### config.mk
export PLATFORM = sky130hd
export DESIGN_NAME = axi_tdd_ng_counter
export DESIGN_NICKNAME = d
export VERILOG_FILES = /design/src/rtl/axi_tdd_ng_pkg.sv /design/src/rtl/axi_tdd_ng_counter.sv
export SDC_FILE = /design/constraint.sdc
export NUM_CORES = 1
export LEC_CHECK = 0
export CAP_MARGIN = 20
export CORE_MARGIN = 3
export CORE_UTILIZATION = 45
export CTS_BUF_LIST = sky130_fd_sc_hd__clkbuf_2
export DETAILED_ROUTE_END_ITERATION = 8
export PLACE_DENSITY_LB_ADDON = 0.05
export SLEW_MARGIN = 20
export SYNTH_ARGS = -nofsm -noshare
export SYNTH_HDL_FRONTEND = slang
export SYNTH_SLANG_ARGS = --single-unit
### constraint.sdc
create_clock -name clk -period 6.7 [get_ports clk]
set_input_delay 0.67 -clock clk [delete_from_list [all_inputs] [get_ports clk]]
set_output_delay 0.67 -clock clk [all_outputs]
set_load 0.01 [all_outputs]
### src/rtl/axi_tdd_ng_pkg.sv
// Shared types for the TDD engine: the timing-core state encoding.
package axi_tdd_ng_pkg;

  typedef enum logic [1:0] {
    IDLE    = 2'b00,
    ARMED   = 2'b01,
    WAITING = 2'b10,
    RUNNING = 2'b11
  } state_t;

endpackage

### src/rtl/axi_tdd_ng_counter.sv
// TDD timing core: IDLE/ARMED/WAITING/RUNNING sequencer with frame reference counter.
// Latency: one cycle from any input to the registered outputs.
// Backpressure: none; free-running once armed and synced, live register values.
module axi_tdd_ng_counter
  import axi_tdd_ng_pkg::*;
#(
  parameter int REGISTER_WIDTH    = 32,
  parameter int BURST_COUNT_WIDTH = 32
) (
  input  logic                         clk,
  input  logic                         resetn,
  input  logic                         tdd_enable,
  input  logic                         tdd_sync_rst,
  input  logic                         tdd_sync,
  input  logic [BURST_COUNT_WIDTH-1:0] tdd_burst_count,
  input  logic [REGISTER_WIDTH-1:0]    tdd_startup_delay,
  input  logic [REGISTER_WIDTH-1:0]    tdd_frame_length,
  output logic [1:0]                   tdd_cstate,
  output logic [REGISTER_WIDTH-1:0]    tdd_counter,
  output logic                         tdd_endof_frame,
  output logic                         tdd_endof_burst
);

  localparam logic [REGISTER_WIDTH:0]      CNT_ONE   = {{REGISTER_WIDTH{1'b0}}, 1'b1};
  localparam logic [BURST_COUNT_WIDTH-1:0] BURST_ONE = {{(BURST_COUNT_WIDTH-1){1'b0}}, 1'b1};

  state_t                         cstate, nstate;
  logic [REGISTER_WIDTH-1:0]      counter, counter_n;
  logic [BURST_COUNT_WIDTH-1:0]   burst, burst_n;
  logic                           eof_n, eob_n;
  logic                           restart, delay_done, frame_end;
  logic [REGISTER_WIDTH:0]        counter_inc;

  always_comb begin
    nstate      = cstate;
    counter_n   = counter;
    burst_n     = burst;
    counter_inc = {1'b0, counter} + CNT_ONE;
    restart     = tdd_sync && ((cstate == ARMED) ||
                  (tdd_sync_rst && ((cstate == WAITING) || (cstate == RUNNING))));
    // >= rather than == so a register shrunk below the count still terminates
    delay_done  = counter_inc >= {1'b0, tdd_startup_delay};
    frame_end   = counter >= tdd_frame_length;

    if (!tdd_enable) begin
      nstate    = IDLE;
      counter_n = '0;
      burst_n   = '0;
    end else if (cstate == IDLE) begin
      nstate    = ARMED;
      counter_n = '0;
    end else if (restart) begin
      burst_n   = tdd_burst_count;
      counter_n = '0;
      nstate    = (tdd_startup_delay != '0) ? WAITING : RUNNING;
    end else begin
      case (cstate)
        WAITING: begin
          if (delay_done) begin
            nstate    = RUNNING;
            counter_n = '0;
          end else begin
            counter_n = counter_inc[REGISTER_WIDTH-1:0];
          end
        end
        RUNNING: begin
          if (frame_end) begin
            counter_n = '0;
            if (burst == BURST_ONE) begin
              nstate = ARMED;
            end else if (burst != '0) begin
              burst_n = burst - BURST_ONE;
            end
          end else begin
            counter_n = counter_inc[REGISTER_WIDTH-1:0];
          end
        end
        default: counter_n = '0;
      endcase
    end

    // Pulses are registered alongside the counter value they describe.
    eof_n = (nstate == RUNNING) && (counter_n >= tdd_frame_length);
    eob_n = eof_n && (burst_n == BURST_ONE);
  end

  always_ff @(posedge clk or negedge resetn) begin
    if (!resetn) begin
      cstate          <= IDLE;
      counter         <= '0;
      burst           <= '0;
      tdd_endof_frame <= 1'b0;
      tdd_endof_burst <= 1'b0;
    end else begin
      cstate          <= nstate;
      counter         <= counter_n;
      burst           <= burst_n;
      tdd_endof_frame <= eof_n;
      tdd_endof_burst <= eob_n;
    end
  end

  assign tdd_cstate  = cstate;
  assign tdd_counter = counter;

endmodule

==> out/results.txt <==
Initial Util = 46.6%
Critical Path Fanout Max = 16
Port bufs = 136
Area Growth Syn to Fin = 27.3%
Final Hold Slack = 266 ps
Leak = 4.01 nW
Fmax = 0.157 GHz
Yosys cell types = 64
Sequential fraction of the synthesis area = 26.0%
Worst min path class = in2async
Final number of hold-violating endpoints = 0
Total Power = 1.08 mW
I/O pin total = 137
Post-Syn Area = 6540 µm²
Via count = 6659
Syn Area/Cell = 8.38 µm²
Mapped Nets = 981
M1 WL = 9700 µm
Final Cycle Share = 95.2%
Skew final = 31.5 ps
TNS Setup = 0 ps
Vias per std cell = 6.05
Share of synthesized registers carrying an async set or reset = 100%
Design Area, Final = 8330 µm²
RD Place Congestion = 0.943
Overflow after GRT = 0
All-Layer GR Usage = 26.7%
Worst slew margin = 38.0%
First DRT Iteration DRCs = 581
Cells after Synth = 781
MaxCap Viol Count = 0
Root buffer cell = clkbuf_2
Most frequent cells in the layout = clkdlybuf4s50_1 (135), ha_1 (99), inv_1 (76)
Clk pin slew, worst setup/hold paths = 210 ps
Number of synthesized flops with an enable pin = 0
Least-Margin Pin Slew = 930 ps
Critical-path top delay cell = or4_1
Critical path capture point type = flop
Kind of critical path = reg2reg
Crit path DAT = 6920 ps
Fill count = 1253
H-tree levels = 3
Pwr Density = 129 nW/µm²
Die area = 16000 µm²
Largest net degree at the start of global routing = 69
Clock Sink Count = 68
Initial antenna violation count = 0
Antenna Nets Post-Route = 0
N_diodes = 0
Row Count = 43
FF-to-FF path depth = 28
Area after DPL = 8130 µm²
Fin crit period = 6380 ps
CTS tree = built
Startpoint types = flop
Core Box Area = 14000 µm²
Yosys warning count = 0
TritonCTS Buffers = 9
VDD IR max = 0.0994 mV
Pre-CTS setup slack = -131 ps
First-pass GRT wire length = 34400 µm
WP data required = 7240 ps
Die height = 127 µm
CTS Buffer Depth = 2
DR pass1 iterations = 5
Final setup vio count = 0
Outcome = completed
Worst-skew pair later-pin latency = 590 ps
Routed length on met3 = 1710 µm
Post-synthesis register bit count = 68
Commonest non-fill, non-tap cell in the layout = clkdlybuf4s50_1
Worst setup margin = 320 ps
Post-CTS Hold Buffers = 0
Worst path most repeated cell = and3_1
Top routing layer in use = met4
Routed length on met2 = 9380 µm
Fin. max-slew vios = 0
Synth Flop Type = dfrtp_1
Fin nets = 1116
Share of cells above drive strength 1 = 6.84%
Detailed placer's ending HPWL = 16600 µm
Routed WL = 21300 µm
Wire length per cell = 19.3 µm
Die outline width = 127 µm
Number of global-route vias before repair = 6692
Drt drc = 0
Slowest stage delay, CP = 540 ps
metal layers:
metal / track usage [%] / vias up
met5: 0 / -
met3: 6.19 / 39
met2: 40.8 / 294
met4: 7.19 / 0
met1: 37.9 / 3168
li1: - / 3158
cell usage after synthesis (5+ instances only):
library cell / n / share of area (%)
nand3_1: 13 / 0.99
dfrtp_1: 68 / 26
xor2_1: 12 / 1.6
inv_1: 76 / 4.4
or2_2: 6 / 0.57
nand4_1: 21 / 2.0
nor2b_1: 31 / 3.0
nor3_1: 15 / 1.1
and3_1: 19 / 1.8
nor2_1: 45 / 2.6
o31ai_1: 7 / 0.80
and4_1: 6 / 0.80
o311a_1: 5 / 0.76
o21a_1: 10 / 1.1
clkbuf_1: 21 / 1.2
or4_1: 11 / 1.3
o211ai_1: 14 / 1.6
a22oi_1: 9 / 1.0
a31oi_1: 10 / 0.96
a21oi_1: 46 / 3.5
xnor2_1: 20 / 2.7
a211oi_1: 5 / 0.57
nand2b_1: 6 / 0.57
o21ai_0: 25 / 1.9
ha_1: 99 / 19
and2_1: 10 / 0.96
a21o_1: 15 / 1.7
a22o_1: 5 / 0.67
nor4_1: 24 / 2.3
or3_1: 19 / 1.8
nand2_1: 52 / 3.0
critical path: cells and delay by family, from the launching register on:
kind	cells	cell delay [ps]
XOR/XNOR	1	160
AO/OA/AOI/OAI	8	1450
flip-flops	1	480
buffers and inverters	1	210
AND/OR/NAND/NOR	16	3430
adder cells (fa/ha/maj)	2	610
state kept, by name (all words and copies together) (netlist names):
name / count
burst: 32
tdd_counter: 32
tdd_cstate: 2
tdd_endof_burst: 1
tdd_endof_frame: 1
final timing paths:
path                                           from                         to  slack, ps
max                        tdd_counter[3]$_DFF_PN0_  tdd_endof_burst$_DFF_PN0_        320
min                                          resetn  tdd_counter[18]$_DFF_PN0_        270
max reg2reg                tdd_counter[3]$_DFF_PN0_  tdd_endof_burst$_DFF_PN0_        320
min reg2reg                     burst[29]$_DFF_PN0_        burst[29]$_DFF_PN0_        640
max in group asynchronous                    resetn   tdd_counter[3]$_DFF_PN0_       5760
min in group clk                burst[29]$_DFF_PN0_        burst[29]$_DFF_PN0_        640
cell families after synthesis:
family                   after synthesis  share of synthesized area, %
adder cells (fa/ha/maj)               99                          18.9
AO/OA/AOI/OAI                        190                          20.4
flip-flops                            68                          26.0
buffers and inverters                104                          6.04
multiplexers                           1                         0.172
XOR/XNOR                              32                          4.28
AND/OR/NAND/NOR                      287                          24.2
through the flow:
step | cells | utilization, %
final | 1101 | 59.3
after global routing | 1101 | 59.3
after CTS | 1099 | 58.8
after detailed placement | 1083 | 57.9
after global placement | 1083 | 57.9
after floorplan | 781 | -
final cells by class:
type / instances / area [µm²] / share of cell area (%)
repair buffers: 152 / 1480 / 17.8
multi-input cells: 609 / 4500 / 54.1
clock buffers: 10 / 50.0 / 0.601
well taps: 180 / 225 / 2.70
inverters: 76 / 285 / 3.43
flip-flops and latches: 68 / 1710 / 20.5
clock inverters: 6 / 78.8 / 0.947
power breakdown:
| part | internal [mW] | leakage, nW | switching (mW) | total, mW |
|---|---|---|---|---|
| sequential | 0.427 | 0.929 | 0.0231 | 0.450 |
| clock | 0.121 | 0.0747 | 0.168 | 0.290 |
| combinational | 0.149 | 3.01 | 0.189 | 0.338 |
| total | 0.698 | 4.01 | 0.380 | 1.08 |
timing repair:
item                                    CTS  global route
resized for setup                         1            14
endpoints found under the setup margin    1             1
pin swaps                                 2             6
setup buffers                             0             2
(Power assumes the default switching activity.)
